[config.mk]
export PLATFORM = sky130hd
export DESIGN_NAME = lif_neuron
export DESIGN_NICKNAME = d
export VERILOG_FILES = /design/src/rtl/lif_pkg.sv /design/src/rtl/lif_sat_arith.sv /design/src/rtl/lif_neuron.sv
export SDC_FILE = /design/constraint.sdc
export NUM_CORES = 1
export LEC_CHECK = 0
export ABC_AREA = 1
export BUFFER_PORTS_ARGS = -buffer_cell sky130_fd_sc_hd__clkbuf_2
export CAP_MARGIN = 20
export CORE_MARGIN = 2
export CORE_UTILIZATION = 33
export DETAILED_ROUTE_END_ITERATION = 6
export SLEW_MARGIN = 10
export SYNTH_ARGS = -nofsm -noshare
export SYNTH_HDL_FRONTEND = slang
export SYNTH_SLANG_ARGS = --single-unit
[constraint.sdc]
create_clock -name clk -period 4.7 [get_ports clk]
set_input_delay 0.235 -clock clk [delete_from_list [all_inputs] [get_ports clk]]
set_output_delay 0.235 -clock clk [all_outputs]
set_load 0.03 [all_outputs]
[src/rtl/lif_pkg.sv]
// Shared defaults and types for the leaky integrate-and-fire neuron.
// Optional refractory behaviour is enabled by defining LIF_REFRACTORY_EN.
package lif_pkg;

  localparam int WIDTH              = 8;
  localparam int THRESHOLD_DEF      = 100;
  localparam int LEAK_DEF           = 1;
  localparam int WEIGHT_DEF         = 10;
  localparam int REFRACT_CYCLES_DEF = 2;

  typedef logic [WIDTH-1:0] vmem_t;

  // Bit width needed to hold a refractory count (at least one bit).
  function automatic int refract_width(input int cycles);
    return (cycles > 0) ? $clog2(cycles + 1) : 1;
  endfunction

endpackage

[src/rtl/lif_sat_arith.sv]
// Saturating integrate followed by floored leak.
// s = min(v + (spike ? WEIGHT : 0), 2^WIDTH-1); l = (s > LEAK) ? s - LEAK : 0.
module lif_sat_arith #(
  parameter int unsigned      WIDTH  = 8,
  parameter logic [WIDTH-1:0] LEAK   = 1,
  parameter logic [WIDTH-1:0] WEIGHT = 10
) (
  input  logic [WIDTH-1:0] v,
  input  logic             spike,
  output logic [WIDTH-1:0] l
);

  logic [WIDTH:0]   sum;
  logic [WIDTH-1:0] s;

  // One extra bit catches overflow, which clamps to all-ones before the leak.
  always_comb begin
    sum = {1'b0, v} + (spike ? {1'b0, WEIGHT} : '0);
    s   = sum[WIDTH] ? '1 : sum[WIDTH-1:0];
    l   = (s > LEAK) ? (s - LEAK) : '0;
  end

endmodule

[src/rtl/lif_neuron.sv]
// Single leaky integrate-and-fire neuron with reset-to-zero on fire.
// Define LIF_REFRACTORY_EN to hold the neuron silent for REFRACT_CYCLES
// cycles after each fire.
module lif_neuron
  import lif_pkg::*;
#(
  parameter int unsigned      WIDTH          = lif_pkg::WIDTH,
  parameter logic [WIDTH-1:0] THRESHOLD      = WIDTH'(THRESHOLD_DEF),
  parameter logic [WIDTH-1:0] LEAK           = WIDTH'(LEAK_DEF),
  parameter logic [WIDTH-1:0] WEIGHT         = WIDTH'(WEIGHT_DEF),
  parameter int               REFRACT_CYCLES = REFRACT_CYCLES_DEF
) (
  input  logic             clk,
  input  logic             rst,
  input  logic             spike_in,
  output logic             spike_out,
  output logic [WIDTH-1:0] v_mem
);

  // Parameter sets that could never fire, or could fire twice in a row, are rejected.
  if (THRESHOLD == '0) begin : g_bad_threshold
    $error("lif_neuron: THRESHOLD must be nonzero");
  end
  if (WEIGHT <= LEAK) begin : g_bad_weight
    $error("lif_neuron: WEIGHT must exceed LEAK");
  end
  if (THRESHOLD <= WEIGHT) begin : g_bad_thr_weight
    $error("lif_neuron: THRESHOLD must exceed WEIGHT");
  end
  if (REFRACT_CYCLES < 0) begin : g_bad_refract
    $error("lif_neuron: REFRACT_CYCLES must be non-negative");
  end

  logic [WIDTH-1:0] leaked;
  logic [WIDTH-1:0] v_next;
  logic             spike_next;

  lif_sat_arith #(
    .WIDTH  (WIDTH),
    .LEAK   (LEAK),
    .WEIGHT (WEIGHT)
  ) u_arith (
    .v     (v_mem),
    .spike (spike_in),
    .l     (leaked)
  );

`ifdef LIF_REFRACTORY_EN
  localparam int RW = refract_width(REFRACT_CYCLES);

  logic [RW-1:0] refract_q;
  logic [RW-1:0] refract_next;

  // During refractory the potential is pinned at 0 and input spikes are dropped.
  always_comb begin
    v_next       = leaked;
    spike_next   = 1'b0;
    refract_next = refract_q;
    if (refract_q != '0) begin
      v_next       = '0;
      refract_next = refract_q - RW'(1);
    end else if (leaked >= THRESHOLD) begin
      v_next       = '0;
      spike_next   = 1'b1;
      refract_next = RW'(REFRACT_CYCLES);
    end
  end

  // Refractory counter register.
  always_ff @(posedge clk or posedge rst) begin
    if (rst) refract_q <= '0;
    else     refract_q <= refract_next;
  end
`else
  // Fire when the post-leak potential reaches threshold, else keep it.
  always_comb begin
    v_next     = leaked;
    spike_next = 1'b0;
    if (leaked >= THRESHOLD) begin
      v_next     = '0;
      spike_next = 1'b1;
    end
  end
`endif

  // Membrane potential and fire pulse registers.
  always_ff @(posedge clk or posedge rst) begin
    if (rst) begin
      v_mem     <= '0;
      spike_out <= 1'b0;
    end else begin
      v_mem     <= v_next;
      spike_out <= spike_next;
    end
  end

endmodule

### After elaboration in Yosys (flattened, before gate mapping)

Cells that the tools add are included.

| word-level totals | value |
|---|---|
| register bits | 9 |
| input bits | 3 |
| logic and storage cells | 11 |

| cells by class | value |
|---|---|
| add/sub/neg operators | 2 |
| $lt $le $gt $ge | 2 |
| multiplexer cells | 5 |

Operators with widths:

| kind | count |
|---|---|
| two-way mux 8 bit | 3 |
| adder 8 x 9 -> 9 bit | 1 |
| greater-or-equal comparator 8 x 7 -> 1 bit (second input constant) | 1 |
| > comparator 8 x 1 -> 1 bit (second input constant) | 1 |
| subtractor 8 x 1 -> 8 bit (second input constant) | 1 |
| two-way mux 4 bit | 1 |
| two-way mux 1 bit | 1 |

### Longest topological paths before layout

Gate-level depths: netlist of run 1.

| logic depth | value |
|---|---|
| depth in word-level cells | 7 |
| depth in mapped cells | 18 |
| gate-level depth less buffers | 18 |

### Cells and area by module

A second synthesis of run 1 with hierarchy kept.

| second synthesis, totals | value |
|---|---|
| cells, all modules | 110 |
| area total of the unflattened synthesis | 803.3 µm² |

By module, submodules not included:

| module | times used | cells an instance | area each (µm²) |
|---|---|---|---|
| lif_sat_arith | 1 | 78 | 481.7 |
| lif_neuron | 1 | 32 | 321.6 |

### Worst setup path before layout of run 1

No wires, ideal clock.

| timing | value |
|---|---|
| kind | reg-to-reg |
| from | register v_mem[3] |
| to | register v_mem[2] |
| setup time | 72 ps |
| data arrival time | 2,441 ps |
| required time | 4,628 ps |
| setup slack | 2,187 ps |
| stages on the path, launching flop included | 18 |
| buffers on the path | 0 |
| clock period less this slack | 2,513 ps |
| cell sequence | dfrtp_1 -> ha_1 -> nand3_2 -> nand2_4 -> nand2_4 -> inv_2 -> nor2_1 -> ha_1 -> nor2_1 -> a21oi_1 -> nand3_2 -> nor2_4 -> nand3_4 -> nand2_1 -> nand3_1 -> nand2_2 -> nand2_4 -> nor2_1 |

| between the ends | value |
|---|---|
| word-level cells in the longest chain between the ends | 6 |
| elaborated cells between the ends (all ways) | 7 |
| those cells by class | 2 x add/sub; 2 x order compare; 3 x mux |

Ends and longest elaborated chain:

| element | RTL line | source |
|---|---|---|
| start: declaration | lif_neuron.sv:17 | `output logic [WIDTH-1:0] v_mem` |
| start signal: assignment | lif_neuron.sv:92 | `v_mem <= v_next;` |
| adder 8 x 9 -> 9 bit * | lif_sat_arith.sv:18 | `sum = {1'b0, v} + (spike ? {1'b0, WEIGHT} : '0);` |
| two-way mux 8 bit * | lif_sat_arith.sv:19 | `s = sum[WIDTH] ? '1 : sum[WIDTH-1:0];` |
| subtractor 8 x 1 -> 8 bit or > comparator 8 x 1 -> 1 bit (tied branches) | lif_sat_arith.sv:20 | `l = (s > LEAK) ? (s - LEAK) : '0;` |
| two-way mux 8 bit * | lif_sat_arith.sv:20 |  |
| greater-or-equal comparator 8 x 7 -> 1 bit | lif_neuron.sv:79 | `if (leaked >= THRESHOLD) begin` |
| two-way mux 8 bit * | lif_neuron.sv:79 |  |
| via v_next[2] | lif_neuron.sv:35 | `logic [WIDTH-1:0] v_next;` |

Mark *: on every way through the listed nets, which the timed path passes. The rest lies on a longest branch.

### Final worst setup path of run 1

Ends and elaborated chain as after synthesis.

==> results.cfg, run 1 <==
[finish]
stdcell_area_um2 = 975
layout-drive-gt1-share_pct = 32.8
syn_to_final_growth_pct = 15.4
nets = 140
diodes = 0

[yosys]
syn-num-nets = 123
syn_area_per_cell_um2 = 7.34
ys_ff_latch = 9
synth.cell_area_um2 = 845
ys_warn_count = 0
yosysSeqAreaShare_pct = 26.7
synth_cells = 115
ys_types = 23

[timing]
report.final.slew_viol_count = 0
clock_skew_ps = 13.6
fin_hold_ws_ps = 447
setup_tns_ps = 0
finalCritPeriodShare_pct = 55.9
hold_viol = 0
max_clock_freq_mhz = 380
rsz0062_at_grt = false
setup_viol = 0
setup_slack_ps = 2070
min_period_ps = 2630

[global_routing]
grt_pass1_wl_mm = 3.16
antenna_found_initial = 0
grt_pass1_vias = 725
grt.total_usage_pct = 15.2
grt_overflow = 0
grt_max_degree = 11

[setup_path]
startpoint_type = register
worstPathRequired_ps = 4900
critPathKind = register to register
startpoint = v_mem[3]$_DFF_PP0_
path_max_fanout = 10
arrival_ps = 2830
cp-end-kind = register
reg2reg_from = v_mem[3]$_DFF_PP0_

[detailed_routing]
via_per_inst = 4.67
detailedRoute.firstIterationViolations = 4
ant_nets = 0
vias = 752
first_pass_iters = 4
drc = 0
wl_per_cell_um = 10.9
postRouteWirelength_mm = 1.76

[run]
drv_cap = 0

[cts]
ctsHtreeMaxLevel = 1
insertion_delay_ps = 270
clk_pin_slew_worst_paths_ps = 70
cts_buffers = 3
root_buffer = clkbuf_4
cts_sinks = 9
cts_tree = done
clock_path_buffers = 2
cts_resized = 0

[floorplanning]
die_x_um = 54.6
row_count = 18
ios = 12
dieHeight_um = 54.6
start_util_pct = 34.4
die_area_mm2 = 0.00298
core_area_mm2 = 0.00245

[power_and_ir_drop]
ir_drop_uv = 355
power.leakage_nw = 0.551
p_per_area_mw_per_mm2 = 640

[placement]
gp_congestion = 0.792
placed_area_um2 = 937
dp_hpwl_mm = 1.45
io_buffer_count = 11
dp_slack_ps = 2100

[min_path]
hold_class = input pin to asynchronous set/reset pin

[outcome]
status = complete, no violations
worst paths after layout:
check,end,slack (ps),depth (start not counted)
max,v_mem[2]$_DFF_PP0_,2070,17
min,v_mem[0]$_DFF_PP0_,450,3
max reg2reg,v_mem[2]$_DFF_PP0_,2070,17
min reg2reg,v_mem[0]$_DFF_PP0_,630,3
max in group asynchronous,v_mem[5]$_DFF_PP0_,3990,3
min in group clk,v_mem[0]$_DFF_PP0_,630,3
synthesized netlist by cell type:
master    instances  area (um^2)
xor2_1            2         17.5
o21ai_0           2         10.0
inv_2             2         7.51
a21oi_1           1         5.00
clkinv_2          1         5.00
nand3_2           3         30.0
nand2_1          30          113
inv_1            13         48.8
nor2_1            8         30.0
a21oi_4           1         16.3
nand3_1          13         65.1
nor2_2            7         43.8
dfrtp_1           9          225
ha_1              5         62.6
nand3_4           1         17.5
nand2_2           5         31.3
nand2_4           4         45.0
o21bai_1          1         7.51
nor2_4            3         33.8
nand4_2           1         12.5
conb_1            1         3.75
nand3b_1          1         7.51
nand4_1           1         6.26
cell usage in the layout (no fill, tap or decap), types with 2 or more instances in the layout:
cell,synthesis,final
clkbuf_4,0,3
xor2_1,2,2
nand3_2,3,3
nand3_1,13,13
dfrtp_1,9,9
o21ai_0,2,2
nand2_2,5,5
inv_1,13,13
inv_2,2,2
clkinv_2,1,2
nand2_1,30,30
nor2_2,7,7
nor2_1,8,8
clkbuf_2,0,11
nand2_4,4,4
nor2_4,3,3
ha_1,5,5
area by class of cell:
cell class                 count  area, um^2
clock buffer                   3        22.5
clock inverter                 1        5.00
fill                         260        1480
inverter                      16        61.3
multi-input combinational     90         558
sequential                     9         225
tap                           30        37.5
timing repair buffer          12        65.1
report_power, final:
group          switching (mW)  total [mW]  internal, mW
logic                   0.281       0.424         0.143
clock network          0.0288      0.0602        0.0314
registers              0.0326       0.140         0.107
worst max-delay path, stage by stage (launching register included):
cell	delay, ps
dfrtp_1	380
ha_1	330
nand3_2	120
nand2_4	90
nand2_4	140
inv_2	80
nor2_1	140
ha_1	220
nor2_1	50
a21oi_1	140
nand3_2	100
nor2_4	140
nand3_4	130
nand2_1	120
nand3_1	100
nand2_2	80
nand2_4	90
nor2_1	110
registers in the layout (all words and copies together), names as in the netlist:
register / flops
spike_out: 1
v_mem: 8
stage by stage:
| step | power [mW] | utilization (%) | std cells |
|---|---|---|---|
| 2_1_floorplan | 0.477 | - | 115 |
| 3_3_place_gp | 0.561 | 38.2 | 156 |
| 3_5_place_dp | 0.565 | 38.2 | 156 |
| 4_1_cts | 0.629 | 39.7 | 161 |
| 5_1_grt | 0.689 | 39.7 | 161 |
| 6_report | 0.623 | 39.7 | 161 |
layer usage:
metal | GRT usage [%] | wire [um] | up-vias
met5 | 0 | 0 | -
met4 | 2.50 | 4 | 0
met3 | 4.92 | 87 | 2
met1 | 18.9 | 820 | 343
li1 | - | - | 391
met2 | 25.6 | 848 | 16
what timing repair did:
item | CTS | global route
hold buffers | 1 | 0
setup buffers | 0 | 0
endpoints found under the hold margin | 9 | 0
setup endpoints to repair | 0 | 0
cell families (layout without fill, tap and decap cells):
| kind of cell | after synthesis | in the layout | synth area share (%) |
|---|---|---|---|
| xor gates and xnor gates | 2 | 2 | 2.07 |
| other | 1 | 1 | 0.444 |
| AOI/OAI and AO/OA | 5 | 5 | 4.59 |
| DFF | 9 | 9 | 26.7 |
| and+or+nand+nor | 77 | 77 | 51.6 |
| adders and majority gates | 5 | 5 | 7.41 |
| buffers and inverters | 16 | 32 | 7.26 |
(Power assumes the default switching activity.)
==> run 2: changes to the inputs <==
==> constraint.sdc (replaced) <==
create_clock -name clk -period 2.4 [get_ports clk]
set_input_delay 0.12 -clock clk [delete_from_list [all_inputs] [get_ports clk]]
set_output_delay 0.12 -clock clk [all_outputs]
set_load 0.03 [all_outputs]
==> run 2 against run 1 <==
Clock skew is 13 ps lower. Clock-buffer cell count is 1 higher. Flip-flop and latch count stayed put. Clock power is 86% higher. Cell area is 18% higher. Largest power group unchanged. Largest cell class unchanged. Critical path depth is 1 higher.
==> results.cfg, run 2 (synthesis results as in run 1) <==
[setup_path]
r2r-end = v_mem[2]$_DFF_PP0_
cp_top_family = simple AND/OR/NAND/NOR gates
reg2reg_from = v_mem[3]$_DFF_PP0_
arrival_ps = 2520
path_cells = ha_4, nand3_4, nand2_4, nand2_4, inv_6, nor2_4, inv_2, ha_4, nor2_2, a21oi_2, nand3_2, nor2_4, nand3_4, nand3_2, nor2_2, nand2_2, nand2_4, nor2_2
path_max_fanout = 8
reg2reg_slack_ps = 20
slowest_delay_ps = 420
startpoint_type = register
worstPathRequired_ps = 2540
cp-end-kind = register
r2r_cells = 18
crit_buf_inv = 2
critPathKind = register to register
cpMaxStageDelayCell = dfrtp_2

[finish]
stdcell_area_mm2 = 0.00115
largest_register_ffs = 8
nets = 150
top_register = v_mem
syn_to_final_growth_pct = 36.1
mostFrequentLayoutCells = 27 x nand2_1, 12 x inv_1, 12 x nand3_1
fillers = 246
seq_area_um2 = 228
multi_input_area_um2 = 652
layout-drive-gt1-share_pct = 48.2
reg_top3 = v_mem x8, spike_out x1
mostFrequentLayoutCell = nand2_1
final_core_util_pct = 46.8
fin_cells = 171
diodes = 0

[floorplanning]
core_area_mm2 = 0.00245
ios = 12
start_util_pct = 34.4
die_area_mm2 = 0.00298
row_count = 18
dieHeight_um = 54.6
die_x_um = 54.6

[detailed_routing]
via_per_inst = 4.75
wl_per_cell_um = 11.6
ant_nets = 0
postRouteWirelength_mm = 1.98
first_pass_iters = 6
vias = 812
drc = 0
detailedRoute.firstIterationViolations = 13

[placement]
dp_slack_ps = 6.00
dp_hpwl_mm = 1.52
gp_congestion = 0.833
io_buffer_count = 11
placed_area_um2 = 1000
dp.cells = 162

[timing]
setup_tns_ps = 0
finalCritPeriodShare_pct = 99.1
max_clock_freq_mhz = 421
min_period_ps = 2380
setup_slack_ps = 22.8
setup_viol = 0
hold_viol = 0
clock_skew_ps = 0.621
rsz0062_at_grt = true
report.final.slew_viol_count = 0

[cts]
root_buffer = clkbuf_4
insertion_delay_ps = 250
cts_buffers = 3
clk_pin_slew_worst_paths_ps = 50
cts_tree = done
ctsHtreeMaxLevel = 1
clock_path_buffers = 2
cts_sinks = 9

[run]
drv_cap = 0

[global_routing]
grt_pass1_vias = 714
grt.total_usage_pct = 14.6
antenna_found_initial = 0
grt_max_degree = 10
grt_overflow = 0
grt_pass1_wl_mm = 2.99

[power_and_ir_drop]
ir_drop_uv = 740
power.leakage_nw = 0.600
p_per_area_mw_per_mm2 = 1300

[outcome]
status = complete, no violations

[min_path]
hold_class = input pin to asynchronous set/reset pin
-- run 2: cell types whose count changed in the layout (fill, tap and decap cells not counted), sizes merged --
cell | previous run | this run
clkinv | 2 | 1
buf | 0 | 10
clkbuf | 14 | 15
-- run 2: tightest hold or removal path, cell delays in order --
cell,delay [ps]
dlygate4sd3_1,530
clkbuf_2,100
inv_1,250
-- run 2: worst max-delay path by stage --
stage	from	depth (start not counted)	to
finish	v_mem[3]$_DFF_PP0_	18	v_mem[2]$_DFF_PP0_
global route	v_mem[3]$_DFF_PP0_	18	v_mem[2]$_DFF_PP0_
CTS	v_mem[3]$_DFF_PP0_	18	v_mem[1]$_DFF_PP0_
detailed placement	v_mem[3]$_DFF_PP0_	18	v_mem[1]$_DFF_PP0_
global placement	v_mem[3]$_DFF_PP0_	18	v_mem[4]$_DFF_PP0_
floorplan	v_mem[3]$_DFF_PP0_	17	v_mem[3]$_DFF_PP0_
-- run 2: metal layers --
metal | routed length (um) | up-vias | share of wire, % | global-route usage [%]
li1 | - | 413 | - | -
met1 | 832 | 374 | 42 | 16.6
met2 | 1040 | 23 | 52 | 26.0
met3 | 101 | 2 | 5.1 | 4.92
met4 | 9 | 0 | 0.45 | 3.75
met5 | 0 | - | 0 | 0
-- run 2: power breakdown --
part	leakage, nW	internal [mW]	switching, mW	total [mW]
Combinational	0.472	0.433	0.673	1.11
Clock	0.0150	0.0637	0.0478	0.112
Sequential	0.113	0.212	0.0593	0.272
Total	0.600	0.709	0.780	1.49
-- run 2: timing repair --
action,in CTS,in global routing
setup endpoints to repair,6,8
resized for setup,3,18
pin swaps,0,15
hold buffers,1,0
buffers inserted,1,3
hold endpoints to repair,9,0
-- run 2: cell type report --
type                    count  area share (%)
multi-input cells          90            56.7
flip-flops and latches      9            19.8
repair buffers             22            12.2
inverters                  16            5.77
well taps                  30            3.26
clock buffers               4            2.29
-- run 2: per-stage QoR --
stage | hold WS, ps | total power, mW
after floorplan | -52.2 | 0.948
after global placement | 62.5 | 1.18
after detailed placement | 80.6 | 1.19
after CTS | 349 | 1.34
after global routing | 400 | 1.62
final | 350 | 1.49
